**src/rtl/bcd_converter.sv**
```systemverilog
// bcd_converter
//   Memory-mapped binary-to-BCD converter that drives the digital tube device.
//   The CPU writes a signed 32-bit value to VALUE. Its magnitude is clamped to
//   9999999, converted by a double-dabble engine (one bit per clock, 24
//   iterations), and the 7-digit BCD result is sent to the tube as a
//   one-cycle write. Negative inputs are sent two's-complemented so the
//   tube lights its sign segment.
//
// Ports
//   clk      in   1   clock
//   reset    in   1   synchronous, active-high reset
//   we       in   1   bus write strobe, already decoded for this device
//   addr     in  32   byte address; addr[3:2] selects the register
//   wd       in  32   bus write data
//   RD       out 32   bus read data (combinational)
//   busy     out  1   conversion in progress
//   tube_we  out  1   one-cycle write strobe to the tube device
//   tube_wd  out 32   tube data, zero unless tube_we is high
//
// Register map (byte offsets from BASE)
//   0x0 VALUE  R/W  last written signed value
//   0x4 STATUS R    {29'b0, ovf, done, busy}
//   0x8 RESULT R    unsigned 7-digit BCD, [31:28] = 0
//   0xC        R    reads 0
//
// State table
//   state  | meaning
//   IDLE   | waiting for a VALUE write
//   CONV   | double-dabble running, one magnitude bit per clock
//   EMIT   | result presented to the tube for exactly one cycle

`ifndef DEV5ADDR_BEGIN
`define DEV5ADDR_BEGIN 32'h0000_7F60
`endif

module bcd_converter #(
  parameter logic [31:0] BASE = `DEV5ADDR_BEGIN
) (
  input  logic        clk,
  input  logic        reset,
  input  logic        we,
  input  logic [31:0] addr,
  input  logic [31:0] wd,
  output logic [31:0] RD,
  output logic        busy,
  output logic        tube_we,
  output logic [31:0] tube_wd
);

  localparam logic [23:0] MAX_MAG   = 24'd9999999;
  localparam logic [4:0]  LAST_ITER = 5'd23;

  typedef enum logic [1:0] {
    S_IDLE = 2'd0,
    S_CONV = 2'd1,
    S_EMIT = 2'd2
  } state_t;

  state_t state_q, state_d;

  logic [31:0] value_q;
  logic [31:0] result_q;
  logic        neg_q;
  logic        ovf_q;
  logic        done_q;
  logic [27:0] bcd_q;
  logic [23:0] mag_q;
  logic [4:0]  iter_cnt_q;

  // ---------------------------------------------------------------------------
  // Address decode. BASE is 16-byte aligned, so the window offset's [3:2]
  // equals addr[3:2]; subtracting keeps the decode tied to the window base.
  // ---------------------------------------------------------------------------
  logic [31:0] win_off;
  logic [1:0]  reg_sel;
  logic        value_wr;
  logic        unused_off_bits;

  assign win_off         = addr - BASE;
  assign reg_sel         = win_off[3:2];
  assign unused_off_bits = ^{win_off[31:4], win_off[1:0]};
  assign value_wr        = we && (reg_sel == 2'd0);

  // ---------------------------------------------------------------------------
  // Input magnitude and clamp. 0x80000000 negates to itself, which as an
  // unsigned number is 2147483648 and therefore clamps like any other
  // out-of-range value.
  // ---------------------------------------------------------------------------
  logic [31:0] in_mag;
  logic        in_ovf;
  logic [23:0] in_mag_clamped;

  always_comb begin
    in_mag         = wd[31] ? (~wd + 32'd1) : wd;
    in_ovf         = (in_mag > {8'd0, MAX_MAG});
    in_mag_clamped = in_ovf ? MAX_MAG : in_mag[23:0];
  end

  // ---------------------------------------------------------------------------
  // One double-dabble iteration: correct every digit >= 5, then shift the
  // combined {bcd, mag} register left by one.
  // ---------------------------------------------------------------------------
  function automatic logic [27:0] add3_digits(input logic [27:0] b);
    logic [27:0] r;
    r = b;
    for (int i = 0; i < 7; i++) begin
      if (b[4*i +: 4] >= 4'd5) begin
        r[4*i +: 4] = b[4*i +: 4] + 4'd3;
      end
    end
    return r;
  endfunction

  logic [27:0] bcd_adj;
  logic [27:0] bcd_shifted;
  logic [23:0] mag_shifted;

  always_comb begin
    bcd_adj                    = add3_digits(bcd_q);
    {bcd_shifted, mag_shifted} = {bcd_adj[26:0], mag_q, 1'b0};
  end

  // ---------------------------------------------------------------------------
  // FSM: state register
  // ---------------------------------------------------------------------------
  always_ff @(posedge clk) begin
    if (reset) begin
      state_q <= S_IDLE;
    end else begin
      state_q <= state_d;
    end
  end

  // ---------------------------------------------------------------------------
  // FSM: next state and strobes. A VALUE write always restarts the engine;
  // in EMIT it also withholds the tube write so the aborted result is never
  // seen by the tube nor stored in RESULT.
  // ---------------------------------------------------------------------------
  always_comb begin
    state_d = state_q;
    tube_we = 1'b0;
    case (state_q)
      S_IDLE: begin
        if (value_wr) begin
          state_d = S_CONV;
        end
      end
      S_CONV: begin
        if (value_wr) begin
          state_d = S_CONV;
        end else if (iter_cnt_q == 5'd0) begin
          state_d = S_EMIT;
        end
      end
      S_EMIT: begin
        if (value_wr) begin
          state_d = S_CONV;
        end else begin
          tube_we = 1'b1;
          state_d = S_IDLE;
        end
      end
      default: begin
        state_d = S_IDLE;
      end
    endcase
  end

  assign busy = (state_q != S_IDLE);

  // ---------------------------------------------------------------------------
  // Datapath. The iteration counter runs down from 23; the iteration that
  // sees zero is the 24th and last one.
  // ---------------------------------------------------------------------------
  always_ff @(posedge clk) begin
    if (reset) begin
      value_q    <= 32'd0;
      result_q   <= 32'd0;
      neg_q      <= 1'b0;
      ovf_q      <= 1'b0;
      done_q     <= 1'b0;
      bcd_q      <= 28'd0;
      mag_q      <= 24'd0;
      iter_cnt_q <= 5'd0;
    end else if (value_wr) begin
      value_q    <= wd;
      neg_q      <= wd[31];
      ovf_q      <= in_ovf;
      done_q     <= 1'b0;
      bcd_q      <= 28'd0;
      mag_q      <= in_mag_clamped;
      iter_cnt_q <= LAST_ITER;
    end else if (state_q == S_CONV) begin
      bcd_q <= bcd_shifted;
      mag_q <= mag_shifted;
      if (iter_cnt_q != 5'd0) begin
        iter_cnt_q <= iter_cnt_q - 5'd1;
      end
    end else if (tube_we) begin
      result_q <= {4'd0, bcd_q};
      done_q   <= 1'b1;
    end
  end

  // ---------------------------------------------------------------------------
  // Tube data: the tube re-negates values with bit 31 set and lights NEG.
  // ---------------------------------------------------------------------------
  logic [31:0] bcd_word;

  always_comb begin
    bcd_word = {4'd0, bcd_q};
    tube_wd  = 32'd0;
    if (tube_we) begin
      tube_wd = neg_q ? (~bcd_word + 32'd1) : bcd_word;
    end
  end

  // ---------------------------------------------------------------------------
  // Read mux
  // ---------------------------------------------------------------------------
  always_comb begin
    RD = 32'd0;
    if (!reset) begin
      case (reg_sel)
        2'd0:    RD = value_q;
        2'd1:    RD = {29'd0, ovf_q, done_q, busy};
        2'd2:    RD = result_q;
        default: RD = 32'd0;
      endcase
    end
  end

endmodule

```
**config.mk**
```make
export PLATFORM = sky130hd
export DESIGN_NAME = bcd_converter
export DESIGN_NICKNAME = d
export VERILOG_FILES = /design/src/rtl/bcd_converter.sv
export SDC_FILE = /design/constraint.sdc
export NUM_CORES = 1
export LEC_CHECK = 0
export CAP_MARGIN = 20
export CELL_PAD_IN_SITES_DETAIL_PLACEMENT = 1
export CELL_PAD_IN_SITES_GLOBAL_PLACEMENT = 1
export CORE_MARGIN = 1.5
export CORE_UTILIZATION = 30
export CTS_CLUSTER_SIZE = 8
export DETAILED_ROUTE_END_ITERATION = 6
export PLACE_DENSITY_LB_ADDON = 0.1
export SYNTH_ARGS = -nofsm -noshare
export SYNTH_HDL_FRONTEND = slang
export SYNTH_SLANG_ARGS = --single-unit
```
**constraint.sdc**
```tcl
create_clock -name clk -period 4.77 [get_ports clk]
set_clock_uncertainty 0.15 [all_clocks]
set_input_delay 0.954 -clock clk [delete_from_list [all_inputs] [get_ports clk]]
set_output_delay 0.954 -clock clk [all_outputs]
set_load 0.005 [all_outputs]
```
==> results of run 1 <==
## per-layer routing
metal / GRT usage / up-vias
met5: 0 / -
met4: 0.0496 / 0
met3: 0.0264 / 15
met2: 0.284 / 110
met1: 0.271 / 3575
li1: - / 3823
## registers in the layout, summed over array words and instances, names as in the netlist
signal and count:
mag_q 24, bcd_q 28, done_q 1, result_q 28
state_q 2, value_q 32, iter_cnt_q 5, ovf_q 1
## report_power, final
group          leakage [nW]  total [W]  switching, W  internal, W
clock network         0.290    0.00129      0.000451     0.000841
logic                  2.34   0.000303      0.000181     0.000122
registers             0.980    0.00105     0.0000153      0.00103
## metrics by stage
| stage | std cells | utilization | area [um^2] | setup slack (ns) | TNS (ns) |
|---|---|---|---|---|---|
| final | 1499 | 0.387 | 9750 | 0.143 | 0 |
| after detailed placement | 1467 | 0.362 | 9110 | 0.174 | 0 |
| after global routing | 1499 | 0.387 | 9750 | -0.0588 | -0.0593 |
| after floorplan | 1085 | - | 7680 | 0.904 | 0 |
| after CTS | 1498 | 0.386 | 9710 | 0.00670 | 0 |
| after global placement | 1467 | 0.362 | 9110 | 0.202 | 0 |
## cell type report
class,instances,share of cell area
Multi-Input combinational cell,840,0.494
Sequential cell,121,0.249
Timing Repair Buffer,149,0.145
Clock buffer,22,0.0476
Tap cell,330,0.0424
Clock inverter,9,0.0126
Inverter,28,0.0108
## logic make-up after synthesis
| kind of cell | after synthesis | synth area share |
|---|---|---|
| DFF | 121 | 0.315 |
| adders and majority gates | 22 | 0.0358 |
| muxes | 33 | 0.0430 |
| buffers and inverters | 124 | 0.0650 |
| xor gates and xnor gates | 64 | 0.0729 |
| AOI/OAI and AO/OA | 235 | 0.186 |
| and+or+nand+nor | 486 | 0.282 |
## worst paths after layout
kind	from	slack (ns)	to
max	bcd_q[2]	0.14	tube_wd[21]
min	value_q[21]	0.30	value_q[21]
max reg2reg	state_q[0]	2.65	iter_cnt_q[3]
min reg2reg	value_q[21]	0.30	value_q[21]
## worst min-delay path: stages, from the launching register on
cell,delay [ns]
dfxtp_1,0.30
nand2_1,0.05
a21oi_1,0.05
## layout by cell type, fill, tap and decap left out, drive strengths merged, types with 24 or more instances in the layout
master	count
xnor2	35
nand2	261
a21oi	121
inv	27
nand3	24
buf	49
nor2	100
xor2	29
mux2i	33
clkdlybuf4s50	97
o21ai	37
dfxtp	121
## timing repair
action                                  CTS  global route
endpoints found under the setup margin    4             7
hold buffers                              0             0
setup buffers                             0             1
pin swaps                                 3             3
gates resized for setup                   3             7
==> run summary, run 1 <==
Synth Area per Inst = 7.08 um^2
Levels on crit path = 9
vias in the first global route = 7197
maxcap violations = 0
Layout fillers = 3105
Async SR Flop Fraction = 0
Seq/Total Area, Yosys = 0.315
Syn. warnings = 0
Leak = 3.61 nW
Storage cell area = 2420 um^2
FF-to-FF path depth = 5
Main synth FF type = dfxtp_1
top cells by area, synth = dfxtp_1 (32%), nand2_1 (13%), a21oi_1 (7.9%)
initial antenna violation count = 0
Nets = 1246
Slew @ Worst Pin = 0.939 ns
register bit total from synthesis = 121
Die Width = 163 um
Syn Inst Count = 1085
status = finished, final reports clean
Netlist cell types = 66
Slowest Stage Delay on Critical Path = 0.56 ns
Buf/Inv on CP = 1
crit path kind = register to primary output
Setup crit end kind = primary output
Cell Area, Synth = 7680 um^2
critical path data arrival time = 3.52 ns
DRC viols = 0
clock buffer depth = 2
total power = 0.00264 W
Yosys top cell area share = 0.315
Vias = 7523
PortBufs = 102
ratio of cells with drive above 1 in the final layout = 0.0915
vias per cell = 5.02
WP data required = 3.67 ns
full die area = 26600 um^2
Num CTS Buffers = 17
Max Slew Vio Count = 0
pin count of the biggest net entering global routing = 68
most common cell in the synthesized netlist = nand2_1
period utilisation layout = 0.970
kind of cell adding the most delay to the critical path = simple AND/OR/NAND/NOR gates
Crit Path Max Fanout = 3
wire per inst = 16.1 um
max layer used = met4
met3 WL post-DR = 479 um
Rel. slew slack = 0.373
clock latency on the worst-skew pair = 0.41 ns
fin crit period = 4.63 ns
hold depth = 2
list of most frequent post-synthesis cells = nand2_1 (261), a21oi_1 (121), dfxtp_1 (121)
GRT Overall Usage = 0.186
multi-input logic area = 4810 um^2
Die Height = 163 um
DPL Wire Length = 17700 um
Placer Congestion = 0.807
Hold WS = 0.302 ns
CTS tree = built
Power Density = 271 nW/um^2
DRT antenna net count = 0
CP max stage cell = or4_4
first-pass GRT wire length = 39400 um
final setup violation count = 0
CP Cell Sequence = or4_4 > nor4b_4 > nand4_1 > or3_1 > or4_1 > o31ai_2 > xnor2_1 > nor2_1 > clkdlybuf4s50_1
Max Fclk = 0.216 GHz
RSZ-0062 raised after global routing = yes
clk slew on worst S/H paths = 0.06 ns
Yosys top cell by area = dfxtp_1
Initial Utilization = 0.305
Post-synth EDFFs = 0
Ant. Diodes = 0
routed length on met1 = 12500 um
final hold violation count = 0
Setup crit start kind = register
final WL = 24100 um
CORE AREA = 25200 um^2
H-tree depth = 4
Site Rows = 58
Layout area overhead = 26.8%
Max VDD drop = 0.000134 V
I/O pin cnt = 133
drt pass-1 iters = 4
1st-iter DRT viols = 387
Post-Syn Nets = 1174
gr ovfl total = 0
routed length on met2 = 10900 um
Root Buffer = clkbuf_16
clk sinks = 121
hold crit path type = register to register
Note: power is estimated with default switching activity, not from simulation.
==> run 2: changes to the inputs <==
- ABC_AREA: not set -> 1
- CELL_PAD_IN_SITES_DETAIL_PLACEMENT: 1 -> not set
- CELL_PAD_IN_SITES_GLOBAL_PLACEMENT: 1 -> not set
- PLACE_DENSITY_LB_ADDON: 0.1 -> not set
- clock period: 4.77 -> 3.9 ns (I/O delays scaled with it)
==> run summary, run 2 <==
Hold Buf Count CTS = 0
vias per cell = 4.88
final WL = 24100 um
Rel. slew slack = 0.419
Syn. warnings = 0
Layout fillers = 2682
wire per inst = 14.5 um
max reg flops = 32
initial antenna violation count = 0
hold crit path type = register to register
P_int = 0.00250 W
R2R Setup Slk = 1.32 ns
full die area = 26700 um^2
Seq/Total Area, Yosys = 0.314
Slowest Stage Delay on Critical Path = 0.52 ns
most common cell after layout, fill and taps aside = nand2_1
RR Startpoint = state_q[1]
crit-path most repeated cell = nand2_1
Leak = 4.19 nW
Levels on crit path = 13
Synth Area per Inst = 6.29 um^2
Async SR Flop Fraction = 0
most frequent cells in the layout = nand2_1 (302), inv_1 (143), dfxtp_1 (121), nor2_1 (119), o21ai_0 (115)
DRC viols = 0
ratio of cells with drive above 1 in the final layout = 0.0976
list of most frequent post-synthesis cells = nand2_1 (304), inv_1 (146), nor2_1 (125)
DPL Wire Length = 18000 um
Initial Utilization = 0.306
Reg power frac = 0.377
Placer Congestion = 0.880
Yosys top cell by area = dfxtp_1
drt pass-1 iters = 5
Place WS = 0.224 ns
first-pass GRT wire length = 38600 um
most common cell in the synthesized netlist = nand2_1
Vias = 8113
Yosys top cell area share = 0.314
Critical Path Start = bcd_q[0]
kind of cell adding the most delay to the critical path = simple AND/OR/NAND/NOR gates
maxcap violations = 0
Cell Area, Synth = 7710 um^2
total power = 0.00348 W
Power Density = 352 nW/um^2
clock buffer depth = 2
Crit Path Max Fanout = 4
clock latency on the worst-skew pair = 0.42 ns
Max Fclk = 0.262 GHz
RSZ-0062 raised after global routing = yes
1st-iter DRT viols = 488
gr ovfl total = 0
Num CTS Buffers = 17
part of the power in combinational logic = 0.151
GRT Overall Usage = 0.183
Worst Slack Setup Final = 0.0875 ns
fin crit period = 3.81 ns
FF-to-FF End = mag_q[19]
Netlist cell types = 45
Die Height = 163 um
top cells by area, synth = dfxtp_1 (31%), nand2_1 (15%), o21ai_0 (7.6%)
pin count of the biggest net entering global routing = 48
Root Buffer = clkbuf_16
Die Width = 163 um
Max Slew Vio Count = 0
final setup violation count = 0
H-tree depth = 4
PortBufs = 102
crit path kind = register to primary output
register with the most flip-flops = value_q
Setup crit start kind = register
FF-to-FF path depth = 8
period utilisation layout = 0.978
clk sinks = 121
vias in the first global route = 7393
CP max stage cell = clkdlybuf4s50_1
WP data required = 2.97 ns
CTS tree = built
CORE AREA = 25200 um^2
net load switching power = 0.000974 W
Ant. Diodes = 0
final hold violation count = 0
Nets = 1408
clock power share = 0.472
Max VDD drop = 0.000245 V
Post-synth EDFFs = 0
register bit total from synthesis = 121
switch share = 0.280
Buf/Inv on CP = 3
end of the critical path = tube_wd[26]
DRT antenna net count = 0
critical path data arrival time = 2.88 ns
hold_sp = value_q[8]
CP Cell Sequence = inv_2 > ha_4 > nand2_1 > inv_1 > nand2_1 > nor3_2 > nand4_1 > nor3_2 > nand3_2 > nand2_2 > nand2_1 > a21oi_1 > clkdlybuf4s50_1
Top Registers = value_q x32, bcd_q x28, result_q x28
Setup crit end kind = primary output
Main synth FF type = dfxtp_1
clk slew on worst S/H paths = 0.06 ns
Site Rows = 58
Post-Syn Nets = 1314
status = finished, final reports clean
Layout area overhead = 28.3%
Syn Inst Count = 1225
Slew @ Worst Pin = 0.870 ns
I/O pin cnt = 133
run 2: changes by cell type in the layout (fill, tap and decap cells not counted), moves of 33 or more:
cell / before / now
nand2_1: 260 / 302
o21ai_0: 36 / 115
xnor2_1: 35 / 1
mux2i_1: 33 / 0
nand3_1: 24 / 68
inv_1: 27 / 143
run 2: metal layers:
| layer | GRT usage | vias up | wire, um |
|---|---|---|---|
| met2 | 0.285 | 217 | 10600 |
| met3 | 0.0310 | 23 | 1260 |
| li1 | - | 4196 | - |
| met4 | 0.0505 | 0 | 306 |
| met1 | 0.260 | 3677 | 11900 |
| met5 | 0 | - | 0 |
run 2: worst min path at each step:
stage | end | slack, ns | depth (start not counted)
after floorplan | value_q[0] | 0.27 | 2
after global placement | value_q[10] | 0.29 | 2
after detailed placement | value_q[8] | 0.30 | 2
after CTS | value_q[16] | 0.31 | 2
after global routing | value_q[11] | 0.33 | 2
final | value_q[8] | 0.31 | 2
run 2: metrics by stage:
step	area (um^2)	hold slack [ns]	util	instances	TNS [ns]
3_3_place_gp	9140	0.290	0.363	1627	0
4_1_cts	9790	0.311	0.389	1659	0
6_report	9890	0.306	0.393	1662	0
5_1_grt	9890	0.328	0.393	1662	-0.158
3_5_place_dp	9140	0.297	0.363	1627	0
2_1_floorplan	7710	0.269	-	1225	0
run 2: kinds of logic after synthesis:
group,share of synthesized area
AOI/OAI and AO/OA,0.197
xor gates and xnor gates,0.0159
adders and majority gates,0.0357
buffers and inverters,0.105
DFF,0.314
and+or+nand+nor,0.332
run 2: tightest hold or removal path: cells and delay by family, from the launching register on:
kind / cells / cell delay (ns)
flops: 1 / 0.32
compound gates: 1 / 0.05
simple gates: 1 / 0.05
run 2: repair_timing:
| item | in CTS | in global routing |
|---|---|---|
| resized for setup | 12 | 23 |
| setup buffers | 0 | 3 |
| setup endpoints to repair | 12 | 15 |
| pin swaps | 3 | 3 |
run 2: final cells by class:
type                    count  area [um^2]  share of cell area
multi-input cells         897         4590               0.464
inverters                 152          571              0.0577
clock inverters            13          168              0.0170
flip-flops and latches    121         2420               0.245
repair buffers            130         1290               0.130
well taps                 330          413              0.0418
clock buffers              19          443              0.0448
run 2: power by group through the flow:
stage               Sequential, W  Clock, W  Combinational, W
finish                    0.00131   0.00164          0.000526
global route              0.00132   0.00173          0.000590
CTS                       0.00131   0.00166          0.000497
detailed placement        0.00134         0          0.000484
global placement          0.00133         0          0.000480
floorplan                 0.00133         0          0.000310
==> run 3: changes to the inputs <==
- CTS_CLUSTER_DIAMETER: not set -> 60
==> results of run 3 <==
Final layout, timing and power as in run 2 (identical DEF).
